<file path="config.mk">
export PLATFORM = sky130hd
export DESIGN_NAME = csa_accumulator
export DESIGN_NICKNAME = d
export VERILOG_FILES = /design/src/rtl/csa_accumulator.sv
export SDC_FILE = /design/constraint.sdc
export NUM_CORES = 1
export LEC_CHECK = 0
export ABC_AREA = 1
export CORE_MARGIN = 3
export CORE_UTILIZATION = 40
export DETAILED_ROUTE_END_ITERATION = 6
export PLACE_DENSITY = 0.67
export SETUP_SLACK_MARGIN = 0.3
export SLEW_MARGIN = 0
export SYNTH_ARGS = -nofsm -noshare
export SYNTH_HDL_FRONTEND = slang
export SYNTH_SLANG_ARGS = --single-unit
</file>
<file path="constraint.sdc">
create_clock -name clk -period 1.84 [get_ports clk]
set_input_delay 0.276 -clock clk [delete_from_list [all_inputs] [get_ports clk]]
set_output_delay 0.276 -clock clk [all_outputs]
set_load 0.05 [all_outputs]
</file>
<file path="src/rtl/csa_accumulator.sv">
// Carry-save group accumulator: 4:2-compresses redundant (sum, carry) beats, resolves once per group.
// Optional CSA_ACC_SAT_EN: saturate out_data on overflow instead of two's-complement wrap.
module csa_accumulator #(
  parameter int unsigned WIDTH      = 16,
  parameter int unsigned ACC_WIDTH  = 20,
  parameter int unsigned COUNT_BITS = 4
) (
  input  logic                 clk,
  input  logic                 rst_n,
  input  logic                 in_valid,
  output logic                 in_ready,
  input  logic [WIDTH-1:0]     in_sum,
  input  logic [WIDTH-1:0]     in_carry,
  input  logic                 in_last,
  output logic                 out_valid,
  input  logic                 out_ready,
  output logic [ACC_WIDTH-1:0] out_data,
  output logic                 out_overflow,
  output logic                 busy
);

  localparam int unsigned IW = WIDTH + COUNT_BITS + 1;
  localparam int unsigned CW = COUNT_BITS + 1;
  localparam logic [CW-1:0] CNT_MAX = {1'b1, {COUNT_BITS{1'b0}}};
  localparam logic [ACC_WIDTH-1:0] SAT_MAX = {1'b0, {(ACC_WIDTH-1){1'b1}}};
  localparam logic [ACC_WIDTH-1:0] SAT_MIN = {1'b1, {(ACC_WIDTH-1){1'b0}}};

  typedef enum logic [1:0] {IDLE, ACCUM, RESOLVE, HOLD} state_t;

  state_t          state;
  logic [IW-1:0]   acc_s, acc_c;
  logic [CW-1:0]   cnt;

  logic [IW-1:0]   op_a, op_b, s1, c1, s2, c2, total;
  logic [CW-1:0]   cnt_nxt;
  logic            beat_acc, group_end, ovf_c;
  logic [ACC_WIDTH-1:0] res_c;

  // 4:2 compressor built from two stacked 3:2 stages; carries shift left, MSB drops.
  always_comb begin
    op_a = {{(IW-WIDTH){in_sum[WIDTH-1]}}, in_sum};
    op_b = {{(IW-WIDTH){in_carry[WIDTH-1]}}, in_carry};
    s1   = acc_s ^ acc_c ^ op_a;
    c1   = ((acc_s & acc_c) | (acc_s & op_a) | (acc_c & op_a)) << 1;
    s2   = s1 ^ c1 ^ op_b;
    c2   = ((s1 & c1) | (s1 & op_b) | (c1 & op_b)) << 1;
  end

  // Group control terms and the single carry-propagate resolve.
  always_comb begin
    beat_acc  = in_valid && in_ready;
    cnt_nxt   = cnt + CW'(1);
    group_end = in_last || (cnt_nxt == CNT_MAX);
    total     = acc_s + acc_c;
    ovf_c     = !((&total[IW-1:ACC_WIDTH-1]) || !(|total[IW-1:ACC_WIDTH-1]));
`ifdef CSA_ACC_SAT_EN
    if (ovf_c) res_c = total[IW-1] ? SAT_MIN : SAT_MAX;
    else       res_c = total[ACC_WIDTH-1:0];
`else
    res_c = total[ACC_WIDTH-1:0];
`endif
  end

  always_ff @(posedge clk or negedge rst_n) begin
    if (!rst_n) begin
      state        <= IDLE;
      acc_s        <= '0;
      acc_c        <= '0;
      cnt          <= '0;
      in_ready     <= 1'b0;
      out_valid    <= 1'b0;
      out_data     <= '0;
      out_overflow <= 1'b0;
      busy         <= 1'b0;
    end else begin
      case (state)
        IDLE, ACCUM: begin
          in_ready <= 1'b1;
          if (beat_acc) begin
            acc_s <= s2;
            acc_c <= c2;
            cnt   <= cnt_nxt;
            busy  <= 1'b1;
            if (group_end) begin
              state    <= RESOLVE;
              in_ready <= 1'b0;
            end else begin
              state <= ACCUM;
            end
          end
        end
        RESOLVE: begin
          out_data     <= res_c;
          out_overflow <= ovf_c;
          out_valid    <= 1'b1;
          state        <= HOLD;
        end
        HOLD: begin
          if (out_ready) begin
            out_valid <= 1'b0;
            in_ready  <= 1'b1;
            busy      <= 1'b0;
            acc_s     <= '0;
            acc_c     <= '0;
            cnt       <= '0;
            state     <= IDLE;
          end
        end
        default: state <= IDLE;
      endcase
    end
  end

endmodule

</file>
==> results.cfg <==
[run_status]
outcome = finished, violations left
violations = negative setup slack

[global_route]
grt_pass1_vias = 4395
grt_antenna_before_repair = 0
track_usage_pct = 20.2
grt_max_degree = 73
grt.overflow.total = 0
grt_pass1_wl_um = 21400

[timing]
setup_ws_ns = -0.165
worst_pin_slew_ns = 0.493
max-slew-margin-rel_pct = 67.3
hold_slack_ns = 0.474
setup_tns_ns = -0.697
fin_crit_sh_pct = 109
period_minus_slack_ns = 2.01
rsz0062_at_grt = true
slew_viol_final = 0
finalSetupViolCount = 9
hold_viol = 0
finClkSkew_ns = 0.0108
timing.fmax_mhz = 499

[routing]
top_layer_used = met4
first_pass_iters = 4
dr_wl_met3_um = 470
first_iter_violations = 285
routedWlPerCell_um = 15.7
drc = 0
ant_nets = 0
met2_length_um = 6870
routed_wl_um = 13600
drt-met1-wl_um = 6000
num_vias = 4440
post_drt_via_cell_ratio = 5.13

[layout]
fin_util_pct = 64.2
syn_to_final_growth_pct = 54.5
fin_nets = 815
diodes = 0
drive_gt1_share_pct = 36.4

[hold_path]
hold_class = reg2reg

[yosys]
synth_seq_cells = 72
synth_enable_flop_cells = 0
synth_cells = 559
yosysWarningCount = 0
synthArstFlopShare_pct = 100
synth_ff_type = dfrtp_1
synth_nets = 657
yosysUniqueCellTypes = 31
syn_area_sq_mm = 0.00482
ys_seq_area_share_pct = 37.3
syn_avg_cell_area_sq_um = 8.63

[cts]
clk_root_buffer_cell = clkbuf_16
clockBufferDepth = 2
cts_htree_levels = 3
cts_sinks = 72
cts_tree = yes
clk_latency_ns = 0.34
cts.clk_slew.worst_paths_ns = 0.06
cts_made_buffers = 9

[floorplanning]
core_area_sq_mm = 0.0116
dieArea_sq_mm = 0.0134
start_util_pct = 41.5
fp.dieW_um = 116
ios = 61
die_h_um = 116
rows = 39

[worst_setup_path]
cp-endpoint = out_data[13]$_DFFE_PN0P_
reg2reg_depth = 16
reg2reg_to = out_data[13]$_DFFE_PN0P_
crit_buf_inv = 3
endpoint_kind = flop
r2r_start = acc_c[1]$_DFFE_PN0P_
worstSetupStartpoint = acc_c[1]$_DFFE_PN0P_
critPathKind = reg2reg
cp_slowest_stage_delay_ns = 0.41
path_depth = 16
cp.arrival_ns = 2.23
cp_max_fo = 3
worstPathRequired_ns = 2.07
r2r_slack_ns = -0.17
crit_slowest_cell = dfrtp_1
path_cells = ha_4 -> inv_2 -> fa_2 -> inv_2 -> nand3_2 -> nand3_2 -> nand2_1 -> nand2_2 -> nand2_2 -> nand2_4 -> buf_4 -> nand2_2 -> nand2_1 -> nand2_1 -> nand3_2 -> nand2_1
crit_family = simple AND/OR/NAND/NOR gates
cpMostUsedCell = nand2_1
start_kind = flop

[pwr]
p_leak_nw = 3.64
peakVddDrop_mv = 0.883
power_mw = 13.0
cellPowerDensity_mw_per_mm2 = 1740

[place]
dp_slack_ns = -0.250
port_buffers = 60
gp_congestion = 0.882
dp_hpwl_um = 8680

[flow_run]
max_cap_viol_count = 0
==> metal layers <==
layer	up-vias	global-route usage (%)
met5	-	0
li1	2116	-
met2	96	32.5
met4	0	7.50
met1	2210	28.1
met3	18	2.77
==> worst reg2reg max path, delay by kind of cell (launching register included) <==
kind | cells | cell delay [ns]
adders and majority gates | 2 | 0.52
buffers and inverters | 3 | 0.24
DFF | 1 | 0.41
and+or+nand+nor | 11 | 0.74
==> cell families (layout without fill, tap and decap cells) <==
kind of cell | Yosys count | in the layout | share of synthesized area (%)
adders and majority gates | 61 | 61 | 21.9
buffers and inverters | 60 | 223 | 4.75
AOI/OAI and AO/OA | 52 | 52 | 6.07
and+or+nand+nor | 299 | 299 | 27.2
xor gates and xnor gates | 15 | 15 | 2.72
DFF | 72 | 72 | 37.3
==> cell usage after synthesis (2+ instances only) <==
library cell  instances  area (sq um)
nand2_2               5          31.3
inv_2                 5          18.8
fa_1                 39           781
inv_1                39           146
nand3_1              60           300
nor2_1               19          71.3
nand3_2               5          50.1
a21oi_1              14          70.1
a31oi_1               2          12.5
nand4_1               4          25.0
o21ai_0              20           100
buf_2                 3          15.0
xor2_1                5          43.8
dfrtp_1              72          1800
o21ai_1               5          25.0
nand3b_1              3          22.5
xnor2_1              10          87.6
o22ai_1               2          12.5
ha_1                 22           275
nor2_4                3          33.8
o21bai_1              3          22.5
clkbuf_1             13          48.8
a21oi_2               3          26.3
nand2_1             196           736
==> where the power goes <==
part | total, mW | internal (mW) | leakage, nW | switching [mW]
Sequential | 2.78 | 2.22 | 0.918 | 0.558
Combinational | 8.10 | 3.70 | 2.55 | 4.40
Clock | 2.09 | 1.40 | 0.172 | 0.693
==> layout by cell type, fill, tap and decap left out, types with 2 or more instances in the layout <==
master | synthesis | routed
nand3_4 | 0 | 3
a21oi_2 | 3 | 6
fa_2 | 0 | 30
nand2_1 | 196 | 173
buf_4 | 0 | 63
inv_2 | 5 | 9
nor2_1 | 19 | 14
buf_12 | 0 | 3
dfrtp_1 | 72 | 65
ha_1 | 22 | 3
nand3_1 | 60 | 52
nand2_4 | 0 | 5
dfrtp_2 | 0 | 7
o21ai_0 | 20 | 11
inv_1 | 39 | 34
nand4_1 | 4 | 4
xnor2_2 | 0 | 5
o21ai_2 | 1 | 2
a21oi_1 | 14 | 6
clkbuf_8 | 0 | 2
bufinv_16 | 0 | 3
nand3_2 | 5 | 10
a21oi_4 | 0 | 5
xnor2_1 | 10 | 5
nor2_4 | 3 | 5
clkbuf_16 | 0 | 9
nand2_2 | 5 | 23
buf_6 | 0 | 41
o21ai_1 | 5 | 13
xor2_1 | 5 | 4
clkdlybuf4s50_1 | 0 | 34
ha_4 | 0 | 18
dlygate4sd2_1 | 0 | 18
nor2_2 | 0 | 3
nand3b_1 | 3 | 3
o21bai_1 | 3 | 2
fa_1 | 39 | 9
==> per-stage QoR <==
stage	cell area, sq um	std cells
after floorplan	4960	559
after global placement	6170	810
after detailed placement	6170	810
after CTS	7090	846
after global routing	7460	865
final	7460	865
==> worst min path at each step <==
stage,startpoint,end,slack (ns),cells past startpoint
2_1_floorplan,rst_n,acc_c[10]$_DFFE_PN0P_,-0.02,0
3_3_place_gp,rst_n,out_data[17]$_DFFE_PN0P_,0.34,2
3_5_place_dp,rst_n,out_data[14]$_DFFE_PN0P_,0.34,2
4_1_cts,out_overflow$_DFFE_PN0P_,out_overflow$_DFFE_PN0P_,0.48,2
5_1_grt,out_data[4]$_DFFE_PN0P_,out_data[4]$_DFFE_PN0P_,0.51,2
6_report,out_data[19]$_DFFE_PN0P_,out_data[19]$_DFFE_PN0P_,0.47,2
==> sequential cells by signal (all words and copies together), names as in the netlist <==
| register | count |
|---|---|
| busy | 1 |
| in_ready | 1 |
| acc_c | 20 |
| out_overflow | 1 |
| acc_s | 21 |
| state | 2 |
| cnt | 5 |
| out_valid | 1 |
| out_data | 20 |
==> final cells by class <==
| type | instances | area [sq um] |
|---|---|---|
| Inverter | 44 | 168 |
| Fill cell | 896 | 4160 |
| Tap cell | 143 | 179 |
| Clock buffer | 11 | 253 |
| Sequential cell | 72 | 1810 |
| Timing Repair Buffer | 163 | 1530 |
| Clock inverter | 5 | 103 |
| Multi-Input combinational cell | 427 | 3410 |
==> what timing repair did <==
item / in CTS / in global routing
hold buffers: 1 / 0
buffers inserted: 19 / 19
hold endpoints to repair: 72 / 0
setup endpoints to repair: 73 / 61
pin swaps: 94 / 19
gates resized for setup: 124 / 61
Power figures use the tool's default switching activity.
